===== config.mk =====
export PLATFORM = sky130hd
export DESIGN_NAME = mem_beat_ctrl
export DESIGN_NICKNAME = d
export VERILOG_FILES = /design/src/rtl/mem_beat_ctrl.sv
export SDC_FILE = /design/constraint.sdc
export NUM_CORES = 1
export LEC_CHECK = 0
export CAP_MARGIN = 20
export CORE_MARGIN = 2
export CORE_UTILIZATION = 30
export CTS_CLUSTER_DIAMETER = 40
export DETAILED_ROUTE_END_ITERATION = 7
export PLACE_DENSITY_LB_ADDON = 0.08
export SYNTH_ARGS = -nofsm -noshare
export SYNTH_HDL_FRONTEND = slang
export SYNTH_SLANG_ARGS = --single-unit

===== constraint.sdc =====
create_clock -name clk -period 4.9 [get_ports clk]
set_clock_uncertainty 0.15 [all_clocks]
set_input_delay 1.225 -clock clk [delete_from_list [all_inputs] [get_ports clk]]
set_output_delay 1.225 -clock clk [all_outputs]
set_load 0.05 [all_outputs]

===== src/rtl/mem_beat_ctrl.sv =====
// mem_beat_ctrl: maps byte/half/word/dword accesses onto a BYTES-wide bus with lane enables and load extension.
// Define UNALIGNED_SPLIT_EN to run misaligned accesses as one or two beats instead of raising ade.
module mem_beat_ctrl #(
   parameter int          DATA_W  = 32,
   parameter logic [31:0] MMIO_LO = 32'h00007f00,
   parameter logic [31:0] MMIO_HI = 32'h00007f1b
) (
   input  logic                clk,
   input  logic                reset,
   input  logic                req_valid,
   output logic                req_ready,
   input  logic [31:0]         req_addr,
   input  logic [1:0]          req_size,
   input  logic                req_we,
   input  logic                req_signed,
   input  logic [DATA_W-1:0]   req_wdata,
   output logic                bus_valid,
   input  logic                bus_ready,
   output logic [31:0]         bus_addr,
   output logic [DATA_W/8-1:0] bus_be,
   output logic                bus_we,
   output logic [DATA_W-1:0]   bus_wdata,
   input  logic [DATA_W-1:0]   bus_rdata,
   output logic                rsp_valid,
   output logic [DATA_W-1:0]   rsp_rdata,
   output logic                ade,
   output logic [31:0]         ade_addr
);
   localparam int BYTES = DATA_W/8;
   localparam int OFFW = $clog2(BYTES);
   localparam logic [1:0] IDLE = 2'd0, BEAT0 = 2'd1, BEAT1 = 2'd2, RESP = 2'd3;
   logic [1:0]        r_state;
   logic [31:0]       r_addr, r_ade_addr;
   logic [1:0]        r_size;
   logic              r_we, r_signed, r_ade;
   logic [DATA_W-1:0] r_wdata, r_d0;
   logic [3:0]        w_nbytes;
   logic [OFFW-1:0]   w_off, w_roff;
   logic [32:0]       w_last;
   logic              w_dev_err, w_size_err, w_err, w_in_b1;
   logic [DATA_W-1:0] w_rot, w_sh, w_keep, w_hi;
   logic [7:0]        w_mask, w_bits;
   logic [2*BYTES-1:0] w_be2;
   logic              w_sgn;
`ifdef UNALIGNED_SPLIT_EN
   logic              r_split, w_split;
   logic [DATA_W-1:0] r_d1;
   assign w_split = (5'(w_off) + 5'(w_nbytes)) > 5'(BYTES);
   // a split whose second beat would wrap the 32-bit address space is illegal
   assign w_err = w_size_err | w_dev_err | (w_split & w_last[32]);
   assign w_in_b1 = r_state == BEAT1;
   assign w_hi = r_d1;
`else
   assign w_err = w_size_err | w_dev_err | ((req_addr[2:0] & 3'(w_nbytes - 4'd1)) != 3'd0);
   assign w_in_b1 = 1'b0;
   assign w_hi = '0;
`endif
   assign w_nbytes = 4'd1 << req_size;
   assign w_off = req_addr[OFFW-1:0];
   assign w_last = {1'b0, req_addr} + 33'(w_nbytes) - 33'd1;
   assign w_dev_err = (req_addr <= MMIO_HI) && (w_last >= {1'b0, MMIO_LO}) &&
                      !(req_size == 2'd2 && req_addr[1:0] == 2'b00);
   assign w_size_err = (req_size == 2'd3) && (BYTES == 4);
   assign w_rot = DATA_W'({req_wdata, req_wdata} >> (DATA_W - 8*int'(w_off)));
   assign w_roff = r_addr[OFFW-1:0];
   assign w_mask = r_size == 2'd0 ? 8'h01 : r_size == 2'd1 ? 8'h03 : r_size == 2'd2 ? 8'h0f : 8'hff;
   assign w_be2 = (2*BYTES)'(w_mask) << w_roff;
   assign w_bits = 8'd8 << r_size;
   // beat1 lanes sit above beat0 lanes, so one right shift right-justifies the load
   assign w_sh = DATA_W'({w_hi, r_d0} >> {w_roff, 3'b000});
   assign w_keep = ~({DATA_W{1'b1}} << w_bits);
   assign w_sgn = r_size == 2'd0 ? w_sh[7] : r_size == 2'd1 ? w_sh[15] : r_size == 2'd2 ? w_sh[31] : w_sh[DATA_W-1];
   assign req_ready = r_state == IDLE;
   assign bus_valid = r_state == BEAT0 || w_in_b1;
   assign bus_addr = w_in_b1 ? {r_addr[31:OFFW], {OFFW{1'b0}}} + 32'(BYTES) :
                     r_state == BEAT0 ? {r_addr[31:OFFW], {OFFW{1'b0}}} : 32'd0;
   assign bus_be = w_in_b1 ? w_be2[2*BYTES-1:BYTES] : r_state == BEAT0 ? w_be2[BYTES-1:0] : '0;
   assign bus_we = r_we;
   assign bus_wdata = r_wdata;
   assign rsp_valid = r_state == RESP;
   assign rsp_rdata = (r_state == RESP && !r_we) ? (w_sh & w_keep) | ({DATA_W{r_signed & w_sgn}} & ~w_keep) : '0;
   assign ade = r_ade;
   assign ade_addr = r_ade_addr;
   always_ff @(posedge clk) begin
      if (reset) begin
         r_state <= IDLE;
         r_addr <= '0;
         r_size <= '0;
         r_we <= 1'b0;
         r_signed <= 1'b0;
         r_wdata <= '0;
         r_d0 <= '0;
         r_ade <= 1'b0;
         r_ade_addr <= '0;
`ifdef UNALIGNED_SPLIT_EN
         r_split <= 1'b0;
         r_d1 <= '0;
`endif
      end else begin
         r_ade <= 1'b0;
         case (r_state)
            IDLE: if (req_valid) begin
               r_addr <= req_addr;
               r_size <= req_size;
               r_we <= req_we;
               r_signed <= req_signed;
               r_wdata <= w_rot;
`ifdef UNALIGNED_SPLIT_EN
               r_split <= w_split;
`endif
               if (w_err) begin
                  r_ade <= 1'b1;
                  r_ade_addr <= req_addr;
               end else r_state <= BEAT0;
            end
            BEAT0: if (bus_ready) begin
               r_d0 <= bus_rdata;
`ifdef UNALIGNED_SPLIT_EN
               r_state <= r_split ? BEAT1 : RESP;
`else
               r_state <= RESP;
`endif
            end
`ifdef UNALIGNED_SPLIT_EN
            BEAT1: if (bus_ready) begin
               r_d1 <= bus_rdata;
               r_state <= RESP;
            end
`endif
            default: r_state <= IDLE;
         endcase
      end
   end
endmodule


==> run_results.csv <==
group,metric,value,unit
run_status,status,"finished, final reports clean",
place,io_buffer_count,238,
floorplanning,rows,64,
setup_path,r2r-start,"r_state[1]$_SDFFE_PP0P_",
sta,maxSlewHeadroom,0.4622,
sta,finalCritPeriodShare,0.9750,
cts,cts_buffers,17,
sta,setup_tns,0,ns
setup_path,required,5.05,ns
logic_synthesis,ys_ff_latch,135,
sta,whs,0.2993,ns
sta,slew_violations,0,
place,dpl-instance-area,0.01336,mm^2
routing,vias,9809,
finish,layout.cells.non_filler,2004,
place,hpwl,26220,um
logic_synthesis,synth_top_area_share,0.2898,
routing,vias_per_cell,4.895,
logic_synthesis,yosys.cell_types.count,72,
global_route,grt_start_max_net_pins,97,
power_and_ir_drop,peakVddDrop,243.0,uV
setup_path,cp-start-kind,"input port",
setup_path,reg2reg_to,"r_addr[12]$_SDFFE_PP0P_",
logic_synthesis,synth-seq-area-share,0.2898,
cts,tritoncts,"yes",
global_route,grt.total_usage,0.2136,
logic_synthesis,synth.top_cells.by_area,"dfxtp_1 (29%), nand2_1 (8.7%), a21oi_1 (8.0%)",
floorplanning,io_pins,241,
cts,ctsHtreeMaxLevel,4,
logic_synthesis,synthFlopType,"dfxtp_1",
sta,fin_crit,4.777,ns
hold_path,hold_path.class,"register to register",
setup_path,cp.arrival,4.92,ns
finish,syn2layout_area_growth,51.88,%
routing,firstDrtPassIters,5,
power_and_ir_drop,p_leak,5.813,nW
floorplanning,initial_core_util,0.3049,
finish,nets,1749,
setup_path,end_kind,"register",
global_route,grt_pass1_wl,55410,um
logic_synthesis,async_reset_ff_frac,0,
power_and_ir_drop,p_per_area,268.4,mW/mm^2
floorplanning,die-height,180.3,um
logic_synthesis,yosys-top-cells-count,"nand2_1 (217), a21oi_1 (150), dfxtp_1 (135), nand2b_1 (90), mux2i_1 (73)",
cts,clock_sinks,135,
floorplanning,placeableCoreArea,0.03059,mm^2
routing,drtIter0Drc,461,
place,place_inst,1958,
floorplanning,die_width,180.3,um
hold_path,hold-path-endpoint,"r_addr[8]$_SDFFE_PP0P_",
sta,final-setup-viol-count,0,
global_route,antenna_found_initial,2,
logic_synthesis,yosysWarnings,0,
sta,finalHoldViolCount,0,
cts,clk_pin_slew_worst_paths,0.06,ns
logic_synthesis,yosys.area.top_type,"dfxtp_1",
hold_path,hold_depth,2,
setup_path,ff2ff_path_depth,5,
routing,wire_per_inst,17.46,um
cts,clk_path_buf_depth,2,
logic_synthesis,synthesis.instances,1225,
routing,routed_wl,34990,um
routing,ant_nets,0,
setup_path,critPathMaxFanout,5,
hold_path,worstHoldStart,"r_addr[8]$_SDFFE_PP0P_",
finish,finalInstanceArea,0.01416,mm^2
logic_synthesis,synth_edf_count,0,
setup_path,critical_path_class,"input port to register",
logic_synthesis,syn_area,0.009326,mm^2
global_route,grt_pass1_vias,9686,
sta,fmax,0.2093,GHz
setup_path,reg2reg_slack,2.85,ns
global_route,grt.overflow.total,0,
finish,drive_above_1_share,0.1857,
logic_synthesis,synth_most_common_cell,"nand2_1",
routing,drc,0,
place,place_congestion,0.8653,
sta,worst_pin_slew,0.8067,ns
floorplanning,dieArea,0.03252,mm^2
cts,clk_root_buffer_cell,"clkbuf_16",
cts,clock_latency,0.42,ns
logic_synthesis,syn_avg_cell_area,7.613,um^2
job,drv_cap,0,
how the worst max path moves through the flow:
| stage | cells after the start | start | to | slack, ns |
|---|---|---|---|---|
| final | 18 | req_addr[18] | ade$_SDFF_PP0_ | 0.12 |
| after global routing | 18 | req_addr[8] | ade_addr[9]$_SDFFE_PP0P_ | -0.02 |
| after CTS | 17 | req_addr[17] | ade$_SDFF_PP0_ | 0.02 |
| after detailed placement | 16 | req_size[1] | ade_addr[30]$_SDFFE_PP0P_ | -0.99 |
| after global placement | 16 | req_size[1] | ade_addr[18]$_SDFFE_PP0P_ | -0.89 |
| after floorplan | 16 | req_size[0] | ade_addr[0]$_SDFFE_PP0P_ | 0.13 |
routing by layer:
layer	up-vias	GRT usage	part of all wire
li1	4963	-	-
met1	4574	0.2875	0.48
met2	251	0.3461	0.46
met3	21	0.04891	0.052
met4	0	0.05129	0.013
met5	-	0	0
placed cells by master (no fill, tap or decap), drive strengths merged, types with 12 or more instances in the layout:
master	count
a211oi	21
a21o	15
a21oi	150
a31oi	12
and2	42
buf	217
clkbuf	21
clkdlybuf4s50	206
dfxtp	135
ha	52
inv	54
mux2i	73
nand2	217
nand2b	90
nand3	12
nor2	63
nor2b	25
o21ai	39
power by group:
| part | internal [W] | switching, W |
|---|---|---|
| clock network | 0.000881 | 0.000537 |
| logic | 0.000517 | 0.000658 |
| registers | 0.00117 | 0.0000414 |
| total | 0.00256 | 0.00124 |
metrics by stage:
step / setup WS, ns / util / power [W]
floorplan: 0.1284 / - / 0.001889
global placement: -0.8948 / 0.4366 / 0.002386
detailed placement: -0.9885 / 0.4366 / 0.002385
CTS: 0.01758 / 0.4605 / 0.003835
global route: -0.02183 / 0.4629 / 0.003998
finish: 0.1227 / 0.4631 / 0.003801
cell type report:
type / instances / area (um^2)
Clock buffer: 21 / 460.4
Multi-Input combinational cell: 958 / 6160
Fill cell: 3194 / 16420
Clock inverter: 11 / 171.4
Timing Repair Buffer: 427 / 3969
Antenna cell: 3 / 7.507
Sequential cell: 135 / 2703
Inverter: 53 / 198.9
Tap cell: 396 / 495.5
state kept, by name (all words and copies together), names as in the netlist:
| signal | flops |
|---|---|
| r_size | 2 |
| bus_wdata | 32 |
| r_signed | 1 |
| r_addr | 32 |
| r_d0 | 32 |
| ade | 1 |
| r_state | 2 |
| bus_we | 1 |
| ade_addr | 32 |
critical path, stage by stage:
cell             delay (ns)
clkdlybuf4s50_1        0.48
inv_1                  0.10
ha_1                   0.39
nand2b_1               0.20
buf_4                  0.16
nor3_1                 0.18
buf_4                  0.15
o211ai_1               0.10
nand4_1                0.17
buf_4                  0.14
mux2_4                 0.28
a221o_1                0.28
nor4_2                 0.24
nand4_1                0.17
nor3b_4                0.21
buf_6                  0.16
buf_4                  0.15
nor2b_1                0.12
logic make-up (layout without fill, tap and decap cells):
group,count (synthesis),after routing,share of synthesized area
AO/OA/AOI/OAI,302,302,0.2002
flip-flops,135,135,0.2898
AND/OR/NAND/NOR,507,507,0.2670
XOR/XNOR,4,4,0.003756
other,1,5,0.0004021
multiplexers,90,90,0.1061
buffers and inverters,133,512,0.06091
adder cells (fa/ha/maj),53,53,0.07191
timing repair:
item	CTS	global route
hold buffers	0	0
buffers inserted	10	1
pin swaps	14	11
resized for setup	20	18
setup endpoints to repair	34	34
Note: power is estimated with default switching activity, not from simulation.
